## src/rtl/csa_pkg.sv

```systemverilog
// Shared definitions for the pipelined carry-select adder: operation encoding
// and the elaboration-time geometry helpers used to size and check the block chain.
package csa_pkg;

  typedef enum logic {
    OP_ADD = 1'b0,
    OP_SUB = 1'b1
  } op_e;

  function automatic int unsigned csa_nblk(input int unsigned width, input int unsigned blk);
    return width / blk;
  endfunction

  function automatic int unsigned csa_bps(input int unsigned width, input int unsigned blk,
                                          input int unsigned stages);
    return csa_nblk(width, blk) / stages;
  endfunction

  function automatic bit csa_legal(input int unsigned width, input int unsigned blk,
                                   input int unsigned stages);
    if (width == 0 || blk == 0 || stages == 0) return 1'b0;
    if (width % blk != 0) return 1'b0;
    return (csa_nblk(width, blk) % stages) == 0;
  endfunction

endpackage

```

## src/rtl/csa_pipe_adder_if.sv

```systemverilog
// Operand/result handshake bundle for csa_pipe_adder; the adder sits on the slave side.
interface csa_pipe_adder_if #(
  parameter int unsigned WIDTH = 32
);
  logic             in_valid;
  logic             in_ready;
  logic [WIDTH-1:0] a;
  logic [WIDTH-1:0] b;
  logic             cin;
  logic             sub;
  logic             out_valid;
  logic             out_ready;
  logic [WIDTH-1:0] sum;
  logic             cout;
  logic             ovf;

  modport master (
    output in_valid, a, b, cin, sub, out_ready,
    input  in_ready, out_valid, sum, cout, ovf
  );

  modport slave (
    input  in_valid, a, b, cin, sub, out_ready,
    output in_ready, out_valid, sum, cout, ovf
  );
endinterface

```

## src/rtl/csa_block.sv

```systemverilog
// One carry-select block: two ripple-carry adders (carry-in 0 and 1) with the
// incoming carry choosing the sum, the carry out and the carry into the top bit.
module csa_block #(
  parameter int unsigned BLK = 4
) (
  input  logic [BLK-1:0] a_i,
  input  logic [BLK-1:0] b_i,
  input  logic           c_i,
  output logic [BLK-1:0] sum_o,
  output logic           c_o,
  output logic           ctop_o
);

  logic [BLK-1:0] s0, s1;
  logic           co0, co1;
  logic           ct0, ct1;

  always_comb begin
    logic k0, k1;
    k0  = 1'b0;
    k1  = 1'b1;
    s0  = '0;
    s1  = '0;
    ct0 = 1'b0;
    ct1 = 1'b1;
    for (int unsigned i = 0; i < BLK; i++) begin
      ct0   = k0;
      ct1   = k1;
      s0[i] = a_i[i] ^ b_i[i] ^ k0;
      s1[i] = a_i[i] ^ b_i[i] ^ k1;
      k0    = (a_i[i] & b_i[i]) | (k0 & (a_i[i] ^ b_i[i]));
      k1    = (a_i[i] & b_i[i]) | (k1 & (a_i[i] ^ b_i[i]));
    end
    co0 = k0;
    co1 = k1;
  end

  assign sum_o  = c_i ? s1  : s0;
  assign c_o    = c_i ? co1 : co0;
  assign ctop_o = c_i ? ct1 : ct0;

endmodule

```

## src/rtl/csa_pipe_adder.sv

```systemverilog
// Pipelined carry-select adder/subtractor: NBLK carry-select blocks split evenly
// over STAGES register stages, with valid/ready flow control on both sides.
module csa_pipe_adder
  import csa_pkg::*;
#(
  parameter int unsigned WIDTH  = 32,
  parameter int unsigned BLK    = 4,
  parameter int unsigned STAGES = 2
) (
  input logic             clk,
  input logic             rst,
  csa_pipe_adder_if.slave bus
);

  localparam int unsigned NBLK = csa_nblk(WIDTH, BLK);
  localparam int unsigned BPS  = csa_bps(WIDTH, BLK, STAGES);

  if (!csa_legal(WIDTH, BLK, STAGES)) begin : g_bad_params
    $error("csa_pipe_adder: WIDTH must be a multiple of BLK and WIDTH/BLK a multiple of STAGES");
  end

  // aw_q holds finished sum bits below the stage boundary and untouched A bits above it
  logic             vld_q [STAGES];
  logic [WIDTH-1:0] aw_q  [STAGES];
  logic [WIDTH-1:0] b_q   [STAGES];
  logic             c_q   [STAGES];
  logic             ovf_q;

  logic             vld_s [STAGES];
  logic [WIDTH-1:0] aw_s  [STAGES];
  logic [WIDTH-1:0] b_s   [STAGES];
  logic             c_s   [STAGES];

  logic [WIDTH-1:0] aw_d  [STAGES];
  logic             c_d   [STAGES];
  logic             ovf_d;
  logic [STAGES-1:0] rdy;

  logic [BLK-1:0]   bsum  [NBLK];
  logic             ctop  [NBLK];

  op_e op_w;
  assign op_w = op_e'(bus.sub);

  always_comb begin
    vld_s[0] = bus.in_valid;
    aw_s[0]  = bus.a;
    b_s[0]   = (op_w == OP_SUB) ? ~bus.b : bus.b;
    c_s[0]   = (op_w == OP_SUB) ? ~bus.cin : bus.cin;
    for (int unsigned k = 1; k < STAGES; k++) begin
      vld_s[k] = vld_q[k-1];
      aw_s[k]  = aw_q[k-1];
      b_s[k]   = b_q[k-1];
      c_s[k]   = c_q[k-1];
    end
  end

  always_comb begin
    logic r;
    r   = bus.out_ready;
    rdy = '0;
    for (int k = int'(STAGES) - 1; k >= 0; k--) begin
      r      = !vld_q[k] || r;
      rdy[k] = r;
    end
  end

  for (genvar j = 0; j < NBLK; j++) begin : g_blk
    logic cin_w;
    logic cout_w;

    if (j % BPS == 0) begin : g_stage_first
      assign cin_w = c_s[j / BPS];
    end else begin : g_chain
      assign cin_w = g_blk[j-1].cout_w;
    end

    if (j % BPS == BPS - 1) begin : g_stage_last
      assign c_d[j / BPS] = cout_w;
    end

    csa_block #(.BLK(BLK)) u_blk (
      .a_i    (aw_s[j / BPS][j * BLK +: BLK]),
      .b_i    (b_s[j / BPS][j * BLK +: BLK]),
      .c_i    (cin_w),
      .sum_o  (bsum[j]),
      .c_o    (cout_w),
      .ctop_o (ctop[j])
    );
  end

  always_comb begin
    for (int unsigned k = 0; k < STAGES; k++) begin
      aw_d[k] = aw_s[k];
    end
    for (int unsigned j = 0; j < NBLK; j++) begin
      aw_d[j / BPS][j * BLK +: BLK] = bsum[j];
    end
  end

  assign ovf_d = ctop[NBLK-1] ^ c_d[STAGES-1];

  always_ff @(posedge clk) begin
    if (rst) begin
      for (int unsigned k = 0; k < STAGES; k++) begin
        vld_q[k] <= 1'b0;
        aw_q[k]  <= '0;
        b_q[k]   <= '0;
        c_q[k]   <= 1'b0;
      end
      ovf_q <= 1'b0;
    end else begin
      for (int unsigned k = 0; k < STAGES; k++) begin
        if (rdy[k]) begin
          vld_q[k] <= vld_s[k];
          aw_q[k]  <= aw_d[k];
          b_q[k]   <= b_s[k];
          c_q[k]   <= c_d[k];
        end
      end
      if (rdy[STAGES-1]) ovf_q <= ovf_d;
    end
  end

  assign bus.in_ready  = rdy[0] & ~rst;
  assign bus.out_valid = vld_q[STAGES-1];
  assign bus.sum       = aw_q[STAGES-1];
  assign bus.cout      = c_q[STAGES-1];
  assign bus.ovf       = ovf_q;

endmodule

```

## src/flat_wrapper.sv

```systemverilog
// flat-port wrapper written by rule: the top's interface ports become plain ports
module csa_pipe_adder_flat import csa_pkg::*;
#(
  parameter int unsigned WIDTH  = 32,
  parameter int unsigned BLK    = 4,
  parameter int unsigned STAGES = 2
)
  (clk, rst, bus_in_valid, bus_a, bus_b, bus_cin, bus_sub, bus_out_ready, bus_in_ready, bus_out_valid, bus_sum, bus_cout, bus_ovf);
  csa_pipe_adder_if #(.WIDTH(WIDTH)) bus_i ();
  input logic clk;
  input logic rst;
  input wire logic [$bits(bus_i.in_valid)-1:0] bus_in_valid;
  input wire logic [$bits(bus_i.a)-1:0] bus_a;
  input wire logic [$bits(bus_i.b)-1:0] bus_b;
  input wire logic [$bits(bus_i.cin)-1:0] bus_cin;
  input wire logic [$bits(bus_i.sub)-1:0] bus_sub;
  input wire logic [$bits(bus_i.out_ready)-1:0] bus_out_ready;
  output wire logic [$bits(bus_i.in_ready)-1:0] bus_in_ready;
  output wire logic [$bits(bus_i.out_valid)-1:0] bus_out_valid;
  output wire logic [$bits(bus_i.sum)-1:0] bus_sum;
  output wire logic [$bits(bus_i.cout)-1:0] bus_cout;
  output wire logic [$bits(bus_i.ovf)-1:0] bus_ovf;
  assign bus_i.in_valid = bus_in_valid;
  assign bus_i.a = bus_a;
  assign bus_i.b = bus_b;
  assign bus_i.cin = bus_cin;
  assign bus_i.sub = bus_sub;
  assign bus_i.out_ready = bus_out_ready;
  assign bus_in_ready = bus_i.in_ready;
  assign bus_out_valid = bus_i.out_valid;
  assign bus_sum = bus_i.sum;
  assign bus_cout = bus_i.cout;
  assign bus_ovf = bus_i.ovf;
  csa_pipe_adder #(.WIDTH(WIDTH), .BLK(BLK), .STAGES(STAGES)) u_core (.clk(clk), .rst(rst), .bus(bus_i));
endmodule
```

## config.mk

```make
export PLATFORM = sky130hd
export DESIGN_NAME = csa_pipe_adder_flat
export DESIGN_NICKNAME = d
export VERILOG_FILES = /design/src/rtl/csa_pkg.sv /design/src/rtl/csa_pipe_adder_if.sv /design/src/rtl/csa_block.sv /design/src/rtl/csa_pipe_adder.sv /design/src/flat_wrapper.sv
export SDC_FILE = /design/constraint.sdc
export NUM_CORES = 1
export LEC_CHECK = 0
export BUFFER_PORTS_ARGS = -buffer_cell sky130_fd_sc_hd__buf_2
export CAP_MARGIN = 20
export CORE_MARGIN = 2
export CORE_UTILIZATION = 30
export CTS_CLUSTER_DIAMETER = 50
export DETAILED_ROUTE_END_ITERATION = 6
export PLACE_DENSITY_LB_ADDON = 0.05
export SYNTH_ARGS = -nofsm -noshare
export SYNTH_HDL_FRONTEND = slang
export SYNTH_SLANG_ARGS = --single-unit
```

## constraint.sdc

```tcl
create_clock -name clk -period 9.3 [get_ports clk]
set_input_delay 0.93 -clock clk [delete_from_list [all_inputs] [get_ports clk]]
set_output_delay 0.93 -clock clk [all_outputs]
set_load 0.05 [all_outputs]
```

==> impl_metrics.json <==
{
  "status": "finished clean",
  "cts_buffers": 9,
  "synth_area_leader_cell": "edfxtp_1",
  "path_buf_inv": 5,
  "multi_input_area_sq_um": 1610,
  "final_area_sq_um": 5390,
  "utilization": 0.357,
  "post_cts_buffers": 0,
  "cts_tree": "done",
  "power.leakage_nw": 2.44,
  "drtPass1Iterations": 4,
  "rr_startpoint": "u_core.aw_q[0][16]",
  "grt_max_degree": 49,
  "yosys_register_bits": 85,
  "drive_gt1_frac": 0.293,
  "gr-total-overflow": 0,
  "grt_pass1_wl_um": 13000,
  "critPathSlowestCell": "fa_1",
  "num_rows": 45,
  "reg2reg_slack_ns": 2.11,
  "clk_path_buf_depth": 2,
  "path_class": "in -> reg",
  "yosysWarnings": 0,
  "diodes": 0,
  "syn-cell-area_sq_um": 4610,
  "post_drt_wl_per_cell_um": 12.9,
  "ctsHoldBuffers": 0,
  "layout_commonest_cell": "buf_2",
  "io_buffers": 105,
  "cts_resized": 0,
  "start_util": 0.306,
  "hpwl_um": 5630,
  "cp_max_fo": 20,
  "place_congestion": 0.711,
  "powerDensity_nw_per_um2": 194,
  "clock.fmax_ghz": 0.139,
  "worstPathCellList": "buf_2 -> buf_4 -> xor2_1 -> o21ai_0 -> fa_1 -> fa_1 -> inv_1 -> fa_1 -> mux2i_1 -> fa_1 -> fa_1 -> inv_1 -> fa_1 -> o21ai_0 -> fa_1 -> fa_1 -> fa_1 -> nor2_1 -> a21oi_1 -> fa_1 -> fa_1 -> inv_1 -> fa_1 -> and2_1",
  "cpPeakStageDelay_ns": 0.46,
  "synthCells": 353,
  "cpMostUsedCell": "fa_1",
  "area_delta_synth_final_pct": 16.8,
  "drc": 0,
  "fp.dieW_um": 128,
  "startpoint_type": "input pin",
  "placed_area_sq_um": 5080,
  "min_path_type": "reg -> reg",
  "clkSlewWorstSetupHoldPaths_ns": 0.06,
  "htreeDepth": 3,
  "drv_slew": 0,
  "fin_crit_ns": 7.21,
  "hold_viol_final": 0,
  "final.fill_count": 1559,
  "worst_clock_skew_ns": 0.00694,
  "hold_path_depth": 2,
  "hp-start": "u_core.bus.ovf",
  "drt_iter0_markers": 108,
  "arrival_ns": 7.30,
  "via_per_inst": 3.92,
  "cp.required_ns": 9.39,
  "cts_sinks": 85,
  "crit_path_end_kind": "flip-flop",
  "ir_drop_v": 0.0000848,
  "drtAntennaViolNets": 0,
  "antenna_found_initial": 0,
  "clkLatencyLatePin_ns": 0.33,
  "io_pins": 106,
  "seq_area_frac_synth": 0.551,
  "grt.total_usage": 0.106,
  "hold_path_end": "u_core.bus.ovf",
  "yosys.area.top_type_share": 0.547,
  "slew_headroom": 0.386,
  "ys_types": 22,
  "vias": 2437,
  "chipHeight_um": 128,
  "cts_root_buf": "clkbuf_16",
  "dieArea_sq_um": 16400,
  "final_cell_mix": "105 x buf_2, 84 x edfxtp_1, 48 x and2_1",
  "r2r_cells": 25,
  "syn_avg_cell_area_sq_um": 13.1,
  "regArea_sq_um": 2540,
  "wl_um": 7990,
  "cap_violations": 0,
  "path_delay_family": "adder cells",
  "rsz0062_at_grt": "false",
  "core_area_sq_um": 15100,
  "rr_endpoint": "u_core.bus.ovf",
  "grt_pass1_vias": 2483,
  "finalCritPeriodShare": 0.776,
  "syn-num-nets": 463,
  "nets": 539,
  "worstMarginPinSlew_ns": 0.922,
  "yosys-top-cells-area": "edfxtp_1 55%, fa_1 10%, and2_1 6.5%",
  "report.final.setup_viol": 0,
  "fin_setup_tns_ns": 0
}
-- state kept, by name (all words and copies together), names as in the netlist --
signal,count
u_core.b_q,16
u_core.aw_q,64
u_core.bus.ovf,1
u_core.vld_q,2
u_core.c_q,2
-- tightest hold or removal path, cell delays in order, from the launching register on --
cell and delay (ns):
dfxtp_1 0.32, mux2i_1 0.07, nor2_1 0.08
-- how the worst max path moves through the flow --
stage / start / to / slack [ns] / depth (start not counted)
floorplan: u_core.aw_q[0][16] / u_core.bus.ovf / 2.39 / 25
global placement: bus_sub / u_core.aw_q[0][15] / 1.74 / 24
detailed placement: bus_sub / u_core.aw_q[0][15] / 1.66 / 24
CTS: bus_sub / u_core.aw_q[0][15] / 2.01 / 24
global route: u_core.aw_q[0][16] / u_core.bus.ovf / 1.64 / 25
finish: bus_sub / u_core.aw_q[0][15] / 2.09 / 24
-- metrics by stage --
stage | power (mW) | hold WS, ns | setup slack, ns | std cells
2_1_floorplan | 0.681 | 0.497 | 2.39 | 353
3_3_place_gp | 0.711 | 0.484 | 1.74 | 605
3_5_place_dp | 0.713 | 0.494 | 1.66 | 605
4_1_cts | 1.07 | 0.508 | 2.01 | 621
5_1_grt | 1.10 | 0.529 | 1.64 | 622
6_report | 1.04 | 0.501 | 2.09 | 622
-- Yosys cell counts --
library cell  number
o21ai_0            2
mux2i_1            3
ha_1              16
xnor2_1           33
dfxtp_1            1
nand3b_1           1
clkbuf_2           2
a21o_1             1
fa_1              24
nor2_1            41
buf_4             33
nand2b_1           1
nand2_1            2
a21oi_1            4
inv_2              1
nor2b_4            1
inv_1             36
edfxtp_1          84
xor2_1             9
buf_6              3
and2_1            48
buf_2              7
-- report_power, final --
part	switching [mW]	internal, mW	leakage [nW]	total (mW)
clock network	0.135	0.210	0.146	0.345
registers	0.0125	0.473	0.985	0.486
logic	0.139	0.0740	1.31	0.213
-- cells by family (layout without fill, tap and decap cells) --
group,Yosys count,in the layout,share of synthesized area
AND/OR/NAND/NOR,94,94,0.106
flip-flops,85,85,0.551
buffers and inverters,82,163,0.101
XOR/XNOR,42,42,0.0797
adder cells (fa/ha/maj),40,40,0.148
AO/OA/AOI/OAI,7,7,0.00814
multiplexers,3,3,0.00651
-- per-layer routing --
metal  wire length (um)  up-vias  share of wire  GRT usage
li1                   -     1240              -          -
met2               3740       62           0.47      0.167
met4                123        0          0.015     0.0427
met1               3630     1125           0.45      0.135
met3                493       10          0.062     0.0351
met5                  0        -              0          0
-- final cells by class --
class	count	share of cell area
clock buffers	15	0.0534
flip-flops and latches	85	0.472
clock inverters	1	0.000929
multi-input cells	186	0.298
well taps	188	0.0437
repair buffers	110	0.106
inverters	37	0.0258
Power figures use the tool's default switching activity.
